File: src/rtl/riscv_pkg.sv
// Shared RV32I definitions: opcodes, ALU/result-select encodings, immediate
// formats and the decoded control bundle carried into the ID/EX register.
package riscv_pkg;

  localparam logic [6:0] OP_LOAD   = 7'b0000011;
  localparam logic [6:0] OP_STORE  = 7'b0100011;
  localparam logic [6:0] OP_RTYPE  = 7'b0110011;
  localparam logic [6:0] OP_IALU   = 7'b0010011;
  localparam logic [6:0] OP_BRANCH = 7'b1100011;
  localparam logic [6:0] OP_JAL    = 7'b1101111;

  localparam logic [2:0] F3_ADD  = 3'b000;
  localparam logic [2:0] F3_SLT  = 3'b010;
  localparam logic [2:0] F3_OR   = 3'b110;
  localparam logic [2:0] F3_AND  = 3'b111;
  localparam logic [2:0] F3_WORD = 3'b010;
  localparam logic [2:0] F3_BEQ  = 3'b000;

  localparam logic [2:0] ALU_ADD = 3'b000;
  localparam logic [2:0] ALU_SUB = 3'b001;
  localparam logic [2:0] ALU_AND = 3'b010;
  localparam logic [2:0] ALU_OR  = 3'b011;
  localparam logic [2:0] ALU_SLT = 3'b101;

  localparam logic [1:0] RES_ALU = 2'b00;
  localparam logic [1:0] RES_MEM = 2'b01;
  localparam logic [1:0] RES_PC4 = 2'b10;

  typedef enum logic [1:0] {
    IMM_I = 2'b00,
    IMM_S = 2'b01,
    IMM_B = 2'b10,
    IMM_J = 2'b11
  } imm_src_t;

  typedef struct packed {
    logic       reg_write;
    logic       mem_write;
    logic       jump;
    logic       branch;
    logic       alu_src;
    logic [1:0] result_src;
    logic [2:0] alu_control;
    logic       illegal;
  } ctrl_t;

  // B and J formats scramble their bits; both come out with bit0 = 0.
  function automatic logic [31:0] imm_extend(input logic [31:0] instr, input imm_src_t src);
    logic [31:0] imm;
    case (src)
      IMM_S:   imm = {{20{instr[31]}}, instr[31:25], instr[11:7]};
      IMM_B:   imm = {{19{instr[31]}}, instr[31], instr[7], instr[30:25], instr[11:8], 1'b0};
      IMM_J:   imm = {{11{instr[31]}}, instr[31], instr[19:12], instr[20], instr[30:21], 1'b0};
      default: imm = {{20{instr[31]}}, instr[31:20]};
    endcase
    return imm;
  endfunction

endpackage

File: src/rtl/register_file.sv
// Two-read / one-write register file with x0 tied to zero, write-through
// bypass on both read ports and synchronous clear of every entry.
module register_file #(
  parameter int XLEN = 32,
  parameter int NREG = 32,
  localparam int AW  = $clog2(NREG)
) (
  input  logic            clk,
  input  logic            rst,
  input  logic            we,
  input  logic [AW-1:0]   wa,
  input  logic [XLEN-1:0] wd,
  input  logic [AW-1:0]   ra1,
  input  logic [AW-1:0]   ra2,
  output logic [XLEN-1:0] rd1,
  output logic [XLEN-1:0] rd2
);

  logic [XLEN-1:0] regs_reg [NREG];

  generate
    for (genvar gi = 0; gi < NREG; gi++) begin : g_entry
      if (gi == 0) begin : g_zero
        always_ff @(posedge clk) begin
          regs_reg[gi] <= '0;
        end
      end else begin : g_reg
        always_ff @(posedge clk) begin
          if (rst) begin
            regs_reg[gi] <= '0;
          end else if (we && (wa == AW'(gi))) begin
            regs_reg[gi] <= wd;
          end
        end
      end
    end
  endgenerate

  // A nonzero read address can only match a write to a real register,
  // so the bypass never leaks a discarded x0 write.
  always_comb begin
    rd1 = '0;
    rd2 = '0;
    if (ra1 != '0) begin
      rd1 = (we && (wa == ra1)) ? wd : regs_reg[ra1];
    end
    if (ra2 != '0) begin
      rd2 = (we && (wa == ra2)) ? wd : regs_reg[ra2];
    end
  end

endmodule

File: src/rtl/decode_stage.sv
// RV32I decode stage: control decode, immediate generation, register-file
// reads and the ID/EX pipeline register feeding execute.
module decode_stage
  import riscv_pkg::*;
#(
  parameter int XLEN = 32,
  parameter int NREG = 32
) (
  input  logic            clk,
  input  logic            rst,
  input  logic [XLEN-1:0] InstrD,
  input  logic [XLEN-1:0] PCD,
  input  logic [XLEN-1:0] PCPlus4D,
  input  logic            FlushE,
  input  logic            RegWriteW,
  input  logic [4:0]      RdW,
  input  logic [XLEN-1:0] ResultW,
  output logic [4:0]      Rs1D,
  output logic [4:0]      Rs2D,
  output logic            RegWriteE,
  output logic            MemWriteE,
  output logic            JumpE,
  output logic            BranchE,
  output logic            ALUSrcE,
  output logic [1:0]      ResultSrcE,
  output logic [2:0]      ALUControlE,
  output logic [XLEN-1:0] RD1E,
  output logic [XLEN-1:0] RD2E,
  output logic [XLEN-1:0] ImmExtE,
  output logic [XLEN-1:0] PCE,
  output logic [XLEN-1:0] PCPlus4E,
  output logic [4:0]      Rs1E,
  output logic [4:0]      Rs2E,
  output logic [4:0]      RdE,
  output logic            IllegalE
);

  typedef struct packed {
    ctrl_t           ctrl;
    logic [XLEN-1:0] rd1;
    logic [XLEN-1:0] rd2;
    logic [XLEN-1:0] imm;
    logic [XLEN-1:0] pc;
    logic [XLEN-1:0] pc_plus4;
    logic [4:0]      rs1;
    logic [4:0]      rs2;
    logic [4:0]      rd;
  } idex_t;

  logic [6:0]      opcode;
  logic [2:0]      funct3;
  logic            funct7_b5;
  logic [XLEN-1:0] rf_rd1;
  logic [XLEN-1:0] rf_rd2;
  ctrl_t           ctrl;
  imm_src_t        imm_src;
  logic            alu_ok;
  logic [2:0]      alu_op;
  idex_t           idex_reg;
  idex_t           idex_next;

  assign opcode    = InstrD[6:0];
  assign funct3    = InstrD[14:12];
  assign funct7_b5 = InstrD[30];
  assign Rs1D      = InstrD[19:15];
  assign Rs2D      = InstrD[24:20];

  register_file #(
    .XLEN (XLEN),
    .NREG (NREG)
  ) u_regfile (
    .clk (clk),
    .rst (rst),
    .we  (RegWriteW),
    .wa  (RdW),
    .wd  (ResultW),
    .ra1 (Rs1D),
    .ra2 (Rs2D),
    .rd1 (rf_rd1),
    .rd2 (rf_rd2)
  );

  // funct7[5] only distinguishes sub from add on R-type; I-type ignores it.
  always_comb begin
    alu_ok = 1'b1;
    alu_op = ALU_ADD;
    case (funct3)
      F3_ADD: alu_op = (opcode == OP_RTYPE && funct7_b5) ? ALU_SUB : ALU_ADD;
      F3_SLT: alu_op = ALU_SLT;
      F3_OR:  alu_op = ALU_OR;
      F3_AND: alu_op = ALU_AND;
      default: alu_ok = 1'b0;
    endcase
    if (opcode == OP_RTYPE && funct7_b5 && funct3 != F3_ADD) begin
      alu_ok = 1'b0;
    end
  end

  always_comb begin
    ctrl    = '0;
    imm_src = IMM_I;
    case (opcode)
      OP_LOAD: begin
        ctrl.reg_write  = 1'b1;
        ctrl.alu_src    = 1'b1;
        ctrl.result_src = RES_MEM;
        ctrl.illegal    = (funct3 != F3_WORD);
      end
      OP_STORE: begin
        ctrl.mem_write = 1'b1;
        ctrl.alu_src   = 1'b1;
        imm_src        = IMM_S;
        ctrl.illegal   = (funct3 != F3_WORD);
      end
      OP_RTYPE: begin
        ctrl.reg_write   = 1'b1;
        ctrl.alu_control = alu_op;
        ctrl.illegal     = !alu_ok;
      end
      OP_IALU: begin
        ctrl.reg_write   = 1'b1;
        ctrl.alu_src     = 1'b1;
        ctrl.alu_control = alu_op;
        ctrl.illegal     = !alu_ok;
      end
      OP_BRANCH: begin
        ctrl.branch      = 1'b1;
        ctrl.alu_control = ALU_SUB;
        imm_src          = IMM_B;
        ctrl.illegal     = (funct3 != F3_BEQ);
      end
      OP_JAL: begin
        ctrl.reg_write  = 1'b1;
        ctrl.jump       = 1'b1;
        ctrl.result_src = RES_PC4;
        imm_src         = IMM_J;
      end
      default: ctrl.illegal = 1'b1;
    endcase
    // An unsupported encoding must not leave any partial control asserted.
    if (ctrl.illegal) begin
      ctrl         = '0;
      ctrl.illegal = 1'b1;
    end
  end

  always_comb begin
    idex_next = '0;
    if (!FlushE) begin
      idex_next.ctrl     = ctrl;
      idex_next.rd1      = rf_rd1;
      idex_next.rd2      = rf_rd2;
      idex_next.imm      = imm_extend(InstrD, imm_src);
      idex_next.pc       = PCD;
      idex_next.pc_plus4 = PCPlus4D;
      idex_next.rs1      = Rs1D;
      idex_next.rs2      = Rs2D;
      idex_next.rd       = InstrD[11:7];
    end
  end

  always_ff @(posedge clk) begin
    if (rst) begin
      idex_reg <= '0;
    end else begin
      idex_reg <= idex_next;
    end
  end

  assign RegWriteE   = idex_reg.ctrl.reg_write;
  assign MemWriteE   = idex_reg.ctrl.mem_write;
  assign JumpE       = idex_reg.ctrl.jump;
  assign BranchE     = idex_reg.ctrl.branch;
  assign ALUSrcE     = idex_reg.ctrl.alu_src;
  assign ResultSrcE  = idex_reg.ctrl.result_src;
  assign ALUControlE = idex_reg.ctrl.alu_control;
  assign IllegalE    = idex_reg.ctrl.illegal;
  assign RD1E        = idex_reg.rd1;
  assign RD2E        = idex_reg.rd2;
  assign ImmExtE     = idex_reg.imm;
  assign PCE         = idex_reg.pc;
  assign PCPlus4E    = idex_reg.pc_plus4;
  assign Rs1E        = idex_reg.rs1;
  assign Rs2E        = idex_reg.rs2;
  assign RdE         = idex_reg.rd;

endmodule
File: config.mk
export PLATFORM = sky130hd
export DESIGN_NAME = decode_stage
export DESIGN_NICKNAME = d
export VERILOG_FILES = /design/src/rtl/riscv_pkg.sv /design/src/rtl/register_file.sv /design/src/rtl/decode_stage.sv
export SDC_FILE = /design/constraint.sdc
export NUM_CORES = 2
export LEC_CHECK = 0
export ABC_CLOCK_PERIOD_IN_PS = 10280
export BUFFER_PORTS_ARGS = -buffer_cell sky130_fd_sc_hd__buf_2
export CAP_MARGIN = 20
export CORE_MARGIN = 2
export CORE_UTILIZATION = 30
export CTS_CLUSTER_DIAMETER = 60
export CTS_CLUSTER_SIZE = 14
export DETAILED_ROUTE_END_ITERATION = 16
export SLEW_MARGIN = 20
export SYNTH_ARGS = -nofsm -noshare
export SYNTH_HDL_FRONTEND = slang
export SYNTH_SLANG_ARGS = --single-unit
File: constraint.sdc
create_clock -name clk -period 10.28 [get_ports clk]
set_clock_uncertainty 0.2 [all_clocks]
set_input_delay 2.57 -clock clk [delete_from_list [all_inputs] [get_ports clk]]
set_output_delay 2.57 -clock clk [all_outputs]
set_load 0.02 [all_outputs]
==> results.sh <==
export IMPL_status="finished clean"
export IMPL_cts_root_buf="clkbuf_16"
export IMPL_synth_seq_cells=1166
export IMPL_final_cells=7002
export IMPL_fin_area_mm2=0.0668
export IMPL_syn_area_mm2=0.0588
export IMPL_hpwl_mm=137
export IMPL_start_util_pct=30.2
export IMPL_cts_buffers_inserted=112
export IMPL_coreArea_mm2=0.195
export IMPL_grt_max_degree=101
export IMPL_cp_top_family="buffers and inverters"
export IMPL_largest_register_ffs=992
export IMPL_placed_area_mm2=0.0628
export IMPL_cp_required_ns=7.51
export IMPL_end_kind="output pin"
export IMPL_p_leak_nw=23.5
export IMPL_avgSynthCellArea_um2=14.2
export IMPL_fillers=18700
export IMPL_rows=162
export IMPL_grt_pass1_vias=38500
export IMPL_synth_cells_most_frequent="992 x edfxtp_1, 954 x and2_1, 407 x mux4_2, 284 x clkbuf_1, 174 x dfxtp_1"
export IMPL_yosys_area_top_type="edfxtp_1"
export IMPL_fp_dieArea_mm2=0.199
export IMPL_ys_seq_area_share_pct=56.6
export IMPL_async_flop_share_pct=0
export IMPL_setup_viol=0
export IMPL_min_path_type="reg2reg"
export IMPL_cts_sinks=1166
export IMPL_rsz0062_at_grt="false"
export IMPL_crit_fanout=80
export IMPL_vias=39900
export IMPL_dieHeight_um=447
export IMPL_post_cts_buffers=0
export IMPL_drtIter0Drc=5480
export IMPL_crit_buf_inv=2
export IMPL_vdd_ir_drop_worst_uv=128
export IMPL_power_density_mw_per_mm2=168
export IMPL_layout_setup_ws_ns=4.06
export IMPL_firstDrtPassIters=7
export IMPL_wl_mm=225
export IMPL_synth_warning_count=0
export IMPL_gp_congestion=0.879
export IMPL_worstSetupStartpointType="input port"
export IMPL_grt_antenna_before_repair=38
export IMPL_syn_num_nets=4291
export IMPL_port_buffers=332
export IMPL_finalHoldViolCount=0
export IMPL_dp_cells=6763
export IMPL_slowest_stage="buf_8"
export IMPL_die_w_um=447
export IMPL_wl_per_cell_um=32.1
export IMPL_pin_count=333
export IMPL_drc=0
export IMPL_cts_resized=0
export IMPL_path_cells="buf_8, buf_2"
export IMPL_synth_edf_count=992
export IMPL_fin_util_pct=34.3
export IMPL_cts_buffer_depth=3
export IMPL_totalPowerFinal_mw=11.2
export IMPL_area_growth_pct=13.6
export IMPL_synth_cell_types=61
export IMPL_place_ws_ns=3.87
export IMPL_post_route_period_util_pct=60.5
export IMPL_synth_top_cell_area_share_pct=50.7
export IMPL_ff2ff_setup_slack_ns=7.81
export IMPL_critPathKind="in2out"
export IMPL_yosysMostFrequentCell="edfxtp_1"
export IMPL_hold_ws_ns=0.699
export IMPL_clock_latency_ns=0.76
export IMPL_antenna_left=0
export IMPL_cts_tree="built"
export IMPL_synthCells=4154
export IMPL_tns_ns=0
export IMPL_grt_first_pass_wirelength_mm=309
export IMPL_maxCapViolCount=0
export IMPL_clk_pin_slew_ns=0.07
export IMPL_routed_via_density=5.70
export IMPL_period_minus_slack_ns=6.22
export IMPL_grt_usage_pct=21.9
export IMPL_grt_ovfl_total=0
export IMPL_cts_hold_buf=0
export IMPL_final_nets=4390
export IMPL_drive_gt1_share_pct=29.2
export IMPL_worst_slew_pin_slew_ns=1.19
export IMPL_arrival_ns=3.45
export IMPL_synth_area_leaders="edfxtp_1 51%, mux4_2 16%, and2_1 10%, dfxtp_1 5.9%, mux2_2 3.1%"
export IMPL_htreeDepth=3
export IMPL_ys_dominant_reg_cell="edfxtp_1"
export IMPL_max_slew_margin_rel_pct=20.6
export IMPL_timing_fmax_mhz=161
export IMPL_drv_slew=0
export IMPL_cpPeakStageDelay_ns=0.57
## metal layers
metal	vias up	part of all wire (%)	GRT usage [%]
met5	-	0.047	0
met4	16	6.0	12.9
met3	546	12	5.35
met2	2906	46	34.6
met1	20400	36	27.4
li1	16000	-	-
## kinds of logic (layout without fill, tap and decap cells)
kind of cell	Yosys count	count (layout)	synth area share [%]
buffers and inverters	466	657	3.97
other	0	33	0
DFF	1166	1166	56.6
muxes	589	589	19.1
AOI/OAI and AO/OA	433	433	5.40
xor gates and xnor gates	10	10	0.149
and+or+nand+nor	1490	1490	14.8
## cells in the final DEF (no fill, tap or decap), types with 45 or more instances in the layout
| cell type | count |
|---|---|
| nor3_1 | 45 |
| mux4_2 | 407 |
| and2_1 | 954 |
| edfxtp_1 | 992 |
| mux2_2 | 163 |
| clkbuf_16 | 119 |
| dfxtp_1 | 174 |
| buf_2 | 324 |
| a211oi_1 | 69 |
| buf_4 | 111 |
| nor2_1 | 99 |
| o22ai_1 | 128 |
| nor2b_1 | 45 |
| nand2_1 | 114 |
| and3_1 | 132 |
## path summary, 6_finish.rpt
path | cells after the start | start | to
worst max-delay path | 2 | InstrD[16] | Rs1D[1]
worst min register to register | 3 | u_regfile.regs_reg[30][30] | RD2E[30]
worst min-delay path | 3 | u_regfile.regs_reg[30][30] | RD2E[30]
worst max register to register | 5 | u_regfile.regs_reg[19][7] | RD1E[7]
## where the power goes
part	leakage, nW	total, mW	internal, mW	switching, mW
clock network	1.86	4.38	2.43	1.95
logic	10.7	1.32	0.499	0.822
registers	10.9	5.54	5.38	0.151
total	23.5	11.2	8.31	2.93
## tightest hold or removal path, stage by stage, from the launching register on
cell      delay (ns)
edfxtp_1        0.34
mux4_2          0.23
o22ai_1         0.09
o41ai_1         0.22
## final cells by class
class / count / area, µm² / share of cell area, %
well taps: 2624 / 3280 / 4.92
diodes: 33 / 82.6 / 0.124
clock inverters: 50 / 598 / 0.896
clock buffers: 156 / 3250 / 4.86
flip-flops and latches: 1166 / 33300 / 49.8
inverters: 5 / 18.8 / 0.0281
multi-input cells: 2522 / 23600 / 35.4
repair buffers: 446 / 2630 / 3.94
(Power assumes the default switching activity.)
